==> src/rtl/regfile_wb_scheduler_if.sv <==
`default_nettype none
// ============================================================================
// Module   : regfile_wb_scheduler_if
// Purpose  : Writeback bus between the execute/memory stages, decode and the
//            register-file write scheduler.
// Revision : 1.0  initial release
// ============================================================================
interface regfile_wb_scheduler_if #(
  parameter int XLEN = 32,
  parameter int AW   = 5
);
  // ALU writeback source
  logic            alu_valid;
  logic [AW-1:0]   alu_rd;
  logic [XLEN-1:0] alu_data;
  logic            alu_ready;
  // Load writeback source
  logic            ld_valid;
  logic [AW-1:0]   ld_rd;
  logic [XLEN-1:0] ld_data;
  logic            ld_ready;
  // Decode issue / hazard check
  logic            issue_valid;
  logic [AW-1:0]   issue_rd;
  logic [AW-1:0]   chk_rs1;
  logic [AW-1:0]   chk_rs2;
  logic            hazard;
  // Register-file write port
  logic            rf_reg_write;
  logic [AW-1:0]   rf_rd;
  logic [XLEN-1:0] rf_write_data;

  // Producer side: sources, decode, and the observer of the write port
  modport master (
    output alu_valid, alu_rd, alu_data,
    output ld_valid, ld_rd, ld_data,
    output issue_valid, issue_rd, chk_rs1, chk_rs2,
    input  alu_ready, ld_ready, hazard,
    input  rf_reg_write, rf_rd, rf_write_data
  );

  // Scheduler side
  modport slave (
    input  alu_valid, alu_rd, alu_data,
    input  ld_valid, ld_rd, ld_data,
    input  issue_valid, issue_rd, chk_rs1, chk_rs2,
    output alu_ready, ld_ready, hazard,
    output rf_reg_write, rf_rd, rf_write_data
  );
endinterface
`default_nettype wire

==> src/rtl/regfile_wb_scheduler.sv <==
`default_nettype none
// ============================================================================
// Module   : regfile_wb_scheduler
// Purpose  : Arbitrates the single register-file write port between ALU and
//            load writebacks (load-first with ALU anti-starvation), and keeps
//            the pending-write scoreboard used by decode for RAW stalls.
// Revision : 1.0  initial release
// ============================================================================
module regfile_wb_scheduler #(
  parameter int XLEN     = 32,
  parameter int NREG     = 32,
  parameter int AW       = 5,
  parameter int MAX_WAIT = 3
) (
  input  wire logic              clk,
  input  wire logic              reset,
  regfile_wb_scheduler_if.slave  bus
);

  localparam int            WW         = $clog2(MAX_WAIT + 1);
  localparam logic [WW-1:0] C_WAIT_MAX = WW'(MAX_WAIT);

  logic [WW-1:0]   wait_q, wait_d;
  logic [NREG-1:0] busy_q, busy_d;
  logic            we_q, we_d;
  logic [AW-1:0]   rd_q, rd_d;
  logic [XLEN-1:0] data_q, data_d;

  logic            w_alu_pri;
  logic            w_alu_gnt;
  logic            w_ld_gnt;
  logic            w_wr;
  logic [AW-1:0]   w_gnt_rd;
  logic [XLEN-1:0] w_gnt_data;

  // Arbitration: load wins by default, ALU wins once it has been refused MAX_WAIT cycles
  always_comb begin
    w_alu_pri  = (wait_q == C_WAIT_MAX);
    w_ld_gnt   = !reset && bus.ld_valid  && !(bus.alu_valid && w_alu_pri);
    w_alu_gnt  = !reset && bus.alu_valid && !(bus.ld_valid && !w_alu_pri);
    w_gnt_rd   = w_alu_gnt ? bus.alu_rd   : bus.ld_rd;
    w_gnt_data = w_alu_gnt ? bus.alu_data : bus.ld_data;
    // x0 grants are accepted but never reach the register file
    w_wr       = (w_alu_gnt || w_ld_gnt) && (w_gnt_rd != '0);
  end

  // Next-state: starvation counter, scoreboard and write-port staging
  always_comb begin
    wait_d = wait_q;
    if (!bus.alu_valid || w_alu_gnt) begin
      wait_d = '0;
    end else if (wait_q != C_WAIT_MAX) begin
      wait_d = wait_q + 1'b1;
    end

    // Clear first, then set, so a same-cycle issue to the same register stays pending
    busy_d = busy_q;
    if (w_wr) begin
      busy_d[w_gnt_rd] = 1'b0;
    end
    if (bus.issue_valid && (bus.issue_rd != '0)) begin
      busy_d[bus.issue_rd] = 1'b1;
    end

    we_d   = w_wr;
    rd_d   = w_wr ? w_gnt_rd   : rd_q;
    data_d = w_wr ? w_gnt_data : data_q;
  end

  // State registers with synchronous reset
  always_ff @(posedge clk) begin
    if (reset) begin
      wait_q <= '0;
      busy_q <= '0;
      we_q   <= 1'b0;
      rd_q   <= '0;
      data_q <= '0;
    end else begin
      wait_q <= wait_d;
      busy_q <= busy_d;
      we_q   <= we_d;
      rd_q   <= rd_d;
      data_q <= data_d;
    end
  end

  // Outputs: handshake readies and hazard are combinational, write port is registered
  always_comb begin
    bus.alu_ready     = w_alu_gnt;
    bus.ld_ready      = w_ld_gnt;
    bus.hazard        = ((bus.chk_rs1 != '0) && busy_q[bus.chk_rs1]) ||
                        ((bus.chk_rs2 != '0) && busy_q[bus.chk_rs2]);
    bus.rf_reg_write  = we_q;
    bus.rf_rd         = rd_q;
    bus.rf_write_data = data_q;
  end

endmodule
`default_nettype wire

==> src/flat_wrapper.sv <==
// flat-port wrapper written by rule: the top's interface ports become plain ports
module regfile_wb_scheduler_flat 
#(
  parameter int XLEN     = 32,
  parameter int NREG     = 32,
  parameter int AW       = 5,
  parameter int MAX_WAIT = 3
)
  (clk, reset, bus_alu_valid, bus_alu_rd, bus_alu_data, bus_ld_valid, bus_ld_rd, bus_ld_data, bus_issue_valid, bus_issue_rd, bus_chk_rs1, bus_chk_rs2, bus_alu_ready, bus_ld_ready, bus_hazard, bus_rf_reg_write, bus_rf_rd, bus_rf_write_data);
  regfile_wb_scheduler_if #(.XLEN(XLEN), .AW(AW)) bus_i ();
  input  wire logic clk;
  input  wire logic reset;
  input wire logic [$bits(bus_i.alu_valid)-1:0] bus_alu_valid;
  input wire logic [$bits(bus_i.alu_rd)-1:0] bus_alu_rd;
  input wire logic [$bits(bus_i.alu_data)-1:0] bus_alu_data;
  input wire logic [$bits(bus_i.ld_valid)-1:0] bus_ld_valid;
  input wire logic [$bits(bus_i.ld_rd)-1:0] bus_ld_rd;
  input wire logic [$bits(bus_i.ld_data)-1:0] bus_ld_data;
  input wire logic [$bits(bus_i.issue_valid)-1:0] bus_issue_valid;
  input wire logic [$bits(bus_i.issue_rd)-1:0] bus_issue_rd;
  input wire logic [$bits(bus_i.chk_rs1)-1:0] bus_chk_rs1;
  input wire logic [$bits(bus_i.chk_rs2)-1:0] bus_chk_rs2;
  output wire logic [$bits(bus_i.alu_ready)-1:0] bus_alu_ready;
  output wire logic [$bits(bus_i.ld_ready)-1:0] bus_ld_ready;
  output wire logic [$bits(bus_i.hazard)-1:0] bus_hazard;
  output wire logic [$bits(bus_i.rf_reg_write)-1:0] bus_rf_reg_write;
  output wire logic [$bits(bus_i.rf_rd)-1:0] bus_rf_rd;
  output wire logic [$bits(bus_i.rf_write_data)-1:0] bus_rf_write_data;
  assign bus_i.alu_valid = bus_alu_valid;
  assign bus_i.alu_rd = bus_alu_rd;
  assign bus_i.alu_data = bus_alu_data;
  assign bus_i.ld_valid = bus_ld_valid;
  assign bus_i.ld_rd = bus_ld_rd;
  assign bus_i.ld_data = bus_ld_data;
  assign bus_i.issue_valid = bus_issue_valid;
  assign bus_i.issue_rd = bus_issue_rd;
  assign bus_i.chk_rs1 = bus_chk_rs1;
  assign bus_i.chk_rs2 = bus_chk_rs2;
  assign bus_alu_ready = bus_i.alu_ready;
  assign bus_ld_ready = bus_i.ld_ready;
  assign bus_hazard = bus_i.hazard;
  assign bus_rf_reg_write = bus_i.rf_reg_write;
  assign bus_rf_rd = bus_i.rf_rd;
  assign bus_rf_write_data = bus_i.rf_write_data;
  regfile_wb_scheduler #(.XLEN(XLEN), .NREG(NREG), .AW(AW), .MAX_WAIT(MAX_WAIT)) u_core (.clk(clk), .reset(reset), .bus(bus_i));
endmodule
==> config.mk <==
export PLATFORM = sky130hd
export DESIGN_NAME = regfile_wb_scheduler_flat
export DESIGN_NICKNAME = d
export VERILOG_FILES = /design/src/rtl/regfile_wb_scheduler_if.sv /design/src/rtl/regfile_wb_scheduler.sv /design/src/flat_wrapper.sv
export SDC_FILE = /design/constraint.sdc
export NUM_CORES = 1
export LEC_CHECK = 0
export BUFFER_PORTS_ARGS = -buffer_cell sky130_fd_sc_hd__buf_2
export CAP_MARGIN = 10
export CORE_MARGIN = 5
export CORE_UTILIZATION = 54
export DETAILED_ROUTE_END_ITERATION = 10
export PLACE_DENSITY = 0.85
export SLEW_MARGIN = 20
export SYNTH_ARGS = -nofsm -noshare
export SYNTH_HDL_FRONTEND = slang
export SYNTH_SLANG_ARGS = --single-unit
==> constraint.sdc <==
create_clock -name clk -period 3.45 [get_ports clk]
set_input_delay 0.5175 -clock clk [delete_from_list [all_inputs] [get_ports clk]]
set_output_delay 0.5175 -clock clk [all_outputs]
set_load 0.05 [all_outputs]
# == Word-level counts from Yosys, hierarchy flattened ==
# Index checks and enable logic that the tools add are counted.
# W data, S select, Z words.
# word_totals
register_bits,72
out_inout_bits,41
word_cells,54
input_bits,94
# classes
bitwise_logic,3
eq_ne,2
add_sub_neg,1
order_cmp,6
muxes,12
n_reduce_logical,25
# op_table
operator,count
$mux W32,3
$and A32 B32 Y32,1
$not A32 Y32,1
$or A32 B32 Y32,1
$lt A5 B6 Y1 const B,4
$reduce_bool A5 Y1,4
$logic_and A1 B1 Y1,12
$bmux W1 S5,2
$demux W1 S5,2
$ge A5 B1 Y1 const B,2
$logic_not A1 Y1,5
$mux W5,1
$mux W1,4
$logic_or A1 B1 Y1,3
$add A2 B1 Y2 const B,1
$eq A2 B2 Y1 const B,1
$ne A2 B2 Y1 const B,1
$reduce_or A2 Y1,1

# == Depth between registers and ports, before layout ==
# depth
word_depth,15
depth_mapped,9
mapped_depth_nobuf,6

# == Worst setup path after synthesis ==
# Ideal clock, no wire load.
# synth_timing
path_type,input-to-output
from,input port bus_chk_rs1[0]
to,output port bus_hazard
slack_ns,0.604
path_buffers,1
required_time_ns,2.932
arrival_ns,2.329
stages,6
path_cell_list,buf_2 > mux4_2 > mux2_2 > o21ai_0 > a221o_1 > o2111ai_1
# synth_between
elab_chain_len,4
word_cells_on_any_way,5
classes_between,2 x mux; 3 x reduce/logical
# synth_rtl
item,line,text
from (decl),flat_wrapper.sv:21,input wire logic [$bits(bus_i.chk_rs1)-1:0] bus_chk_rs1;
$bmux W1 S5,regfile_wb_scheduler.sv:91,bus.hazard = ((bus.chk_rs1 != '0) && busy_q[bus.chk_rs1]) ||
$mux W1 (not written as such),regfile_wb_scheduler.sv:91,
$logic_and A1 B1 Y1 *,regfile_wb_scheduler.sv:91,
$logic_or A1 B1 Y1 *,regfile_wb_scheduler.sv:91,
to (decl),flat_wrapper.sv:25,output wire logic [$bits(bus_i.hazard)-1:0] bus_hazard;
# Mark *: on every way between the ends. The rest lies on a longest branch, timed or not. The select of a mux whose other input is x is not followed.

# == Worst setup path in the final report ==
# layout_timing
from,input port bus_chk_rs2[0]
to,output port bus_hazard
# layout_between
elab_chain_len,4
word_cells_on_any_way,5
classes_between,2 x mux; 3 x reduce/logical
# layout_rtl
item,line,text
from (decl),flat_wrapper.sv:22,input wire logic [$bits(bus_i.chk_rs2)-1:0] bus_chk_rs2;
$bmux W1 S5,regfile_wb_scheduler.sv:92,((bus.chk_rs2 != '0) && busy_q[bus.chk_rs2]);
$mux W1 (not written as such),regfile_wb_scheduler.sv:92,
$logic_and A1 B1 Y1 *,regfile_wb_scheduler.sv:92,
$logic_or A1 B1 Y1 *,regfile_wb_scheduler.sv:91,
# Marks and branches as above.

==> run_results.csv <==
group,metric,value,unit
clocking,ctsHoldBuffers,0,
sta,clock.fmax,0.3594,GHz
critical_path,arrival,2.27,ns
synthesis,synthArstFlopShare,0,
floorplan,dieWidth,94.59,µm
power,irDropWorstVdd,0.2531,mV
placed_design,hpwl,8944,µm
layout,final_common_cell,"buf_2",
placed_design,gp_congestion,1.000,
clocking,cts-htree-levels,3,
worst_hold_path,hold_path_depth,3,
sta,whs,0.4241,ns
synthesis,synth_area_per_cell,8.548,µm²
sta,fin_crit_sh,0.8066,
floorplan,rows,30,
grt,grt_overflow,0,
sta,fin_tns_setup,0,ns
synthesis,synth_seq_area_share,0.3679,
routing,viasPerCell,6.321,
routing,antenna_left,0,
clocking,clk_pin_slew,0.08,ns
clocking,post_cts_resized,0,
routing,vias,4210,
placed_design,io_buffers,134,
layout,area_growth,22.47,%
grt,grt-busiest-layer,"met2",
sta,skew,0.009528,ns
routing,drt_iter0_drc,333,
critical_path,critPathLaunchType,"input pin",
routing,drt-total-wl,12170,µm
routing,wl_per_cell,18.27,µm
synthesis,synth_edf_count,0,
clocking,clk_path_buf_depth,2,
floorplan,die-area,0.008946,mm²
synthesis,synth.distinct_cells,53,
layout,fill_cells,556,
power,p_leak,1.925,nW
status,outcome,"completed",
critical_path,cp_max_fo,13,
clocking,worst_skew_pair.late_latency,0.34,ns
synthesis,ys_warn_count,0,
synthesis,syn_nets,547,
layout,final_nets,660,
sta,hold_violations,0,
sta,maxSlewViolCount,0,
grt,grt_max_degree,51,
clocking,post_cts_buffers,0,
grt,grt_antenna_before_repair,0,
floorplan,fp.dieH,94.59,µm
sta,slew_headroom,0.4219,
layout,num_antenna_cells,0,
routing,dr.pass1.iters,5,
clocking,clockRootBuffer,"clkbuf_8",
clocking,cts_sinks,71,
synthesis,syn_inst,452,
critical_path,required,2.93,ns
worst_hold_path,hold_class,"input pin to flop",
layout,layout_common_cells,"buf_2 (134), nand2_1 (76), dfxtp_1 (71)",
floorplan,coreArea,0.006869,mm²
sta,min_period,2.783,ns
floorplan,initial_core_util,0.5625,
routing,drc,0,
synthesis,synth-seq-cells,71,
floorplan,io_pins,135,
grt,grt_pass1_wl,18860,µm
synthesis,synthesis.area,0.003864,mm²
critical_path,cp-end-kind,"primary output",
grt,grt_use_met1,0.3249,
power,powerDensity,419.1,mW/mm²
grt,grt_pass1_vias,3934,
sta,final-setup-viol-count,0,
sta,worst_pin_slew,0.8663,ns
synthesis,ys.flop_type,"dfxtp_1",
sta,grt_setup_unrepaired,"no",
placed_design,placedCellCount,650,
grt,use_met2,0.4427,
layout,layoutNonFillerInstCount,666,
layout,post_route_cells_drive_above_1_share,0.3246,
clocking,cts_inserted_buffers,9,
critical_path,reg2regPathDepth,6,
grt,grt_usage,0.2660,
critical_path,worst-setup-path-type,"input pin to primary output",
job,max_cap_viol_count,0,
grt,met3_usage,0.06773,
clocking,cts_tree,"built",
power by group:
part	leakage (nW)	switching, mW	internal [mW]
clock	0.0960	0.303	0.331
combinational	1.25	0.324	0.140
sequential	0.581	0.0236	0.860
synthesized netlist by cell type (3+ instances only):
| cell | n | area share |
|---|---|---|
| nand2_1 | 76 | 0.074 |
| nor3b_1 | 3 | 0.0058 |
| nor2b_1 | 5 | 0.0081 |
| a32o_1 | 3 | 0.0078 |
| nor4_1 | 14 | 0.023 |
| mux2i_1 | 8 | 0.021 |
| nor2_1 | 14 | 0.014 |
| o41ai_1 | 6 | 0.014 |
| a211oi_1 | 3 | 0.0058 |
| mux4_2 | 12 | 0.070 |
| or3_1 | 4 | 0.0065 |
| nand3b_1 | 3 | 0.0058 |
| inv_1 | 19 | 0.018 |
| buf_4 | 3 | 0.0058 |
| o311ai_0 | 5 | 0.011 |
| o21ai_0 | 10 | 0.013 |
| a21oi_1 | 49 | 0.063 |
| a311oi_1 | 32 | 0.073 |
| dfxtp_1 | 71 | 0.37 |
| o2111ai_1 | 4 | 0.0091 |
| nand4_1 | 8 | 0.013 |
| o32ai_1 | 13 | 0.029 |
| o21ai_1 | 4 | 0.0052 |
| nand3_1 | 10 | 0.013 |
| a31o_2 | 4 | 0.0091 |
| clkbuf_1 | 26 | 0.025 |
| buf_2 | 9 | 0.012 |
metrics by stage:
| step | cell area, µm² | setup WS [ns] | total power [mW] | utilization |
|---|---|---|---|---|
| 6_report | 4732 | 0.6672 | 1.983 | 0.6889 |
| 5_1_grt | 4732 | 0.5391 | 2.057 | 0.6889 |
| 4_1_cts | 4732 | 0.6599 | 1.983 | 0.6889 |
| 3_5_place_dp | 4543 | 0.6645 | 1.362 | 0.6614 |
| 3_3_place_gp | 4543 | 0.6746 | 1.354 | 0.6614 |
| 2_1_floorplan | 3864 | 0.6038 | 1.216 | - |
worst max-delay path, cell delays in order:
cell and delay [ns]:
buf_2 0.29, mux4_2 0.54, or3b_2 0.44, o311ai_0 0.12
o2111ai_1 0.13, buf_2 0.23
cells by family (layout without fill, tap and decap cells):
kind of cell,count (synthesis),count (layout),share of synthesized area
adder cells (fa/ha/maj),1,1,0.003238
multiplexers,24,24,0.1049
buffers and inverters,60,178,0.06606
flip-flops,71,71,0.3679
AO/OA/AOI/OAI,145,145,0.2694
AND/OR/NAND/NOR,151,151,0.1885
worst paths after layout:
| check | startpoint | end | slack (ns) |
|---|---|---|---|
| setup / recovery | bus_chk_rs2[0] | bus_hazard | 0.67 |
| hold / removal | bus_alu_data[0] | u_core.bus.rf_write_data[0]$_SDFFE_PP0N_ | 0.42 |
| setup reg to reg | u_core.wait_q[0]$_SDFFE_PP0P_ | u_core.busy_q[19]$_SDFF_PP0_ | 0.95 |
| hold reg to reg | u_core.wait_q[0]$_SDFFE_PP0P_ | u_core.wait_q[0]$_SDFFE_PP0P_ | 0.43 |
state kept, by name, summed over array words and instances (netlist names):
signal,cells
u_core.bus.rf_rd,5
u_core.bus.rf_reg_write,1
u_core.busy_q,31
u_core.bus.rf_write_data,32
u_core.wait_q,2
area by class of cell:
type / instances / area, µm² / share of cell area
Clock buffer: 10 / 127.6 / 0.02697
Sequential cell: 71 / 1421 / 0.3004
Inverter: 19 / 71.32 / 0.01507
Multi-Input combinational cell: 321 / 2192 / 0.4632
Timing Repair Buffer: 143 / 738.2 / 0.1560
Clock inverter: 6 / 61.31 / 0.01296
Tap cell: 96 / 120.1 / 0.02538
metal layers:
metal / share of wire / routed length [µm]
met1: 0.39 / 4721
met3: 0.10 / 1255
met5: 0 / 0
met4: 0.027 / 334
met2: 0.48 / 5858
Power figures use the tool's default switching activity.
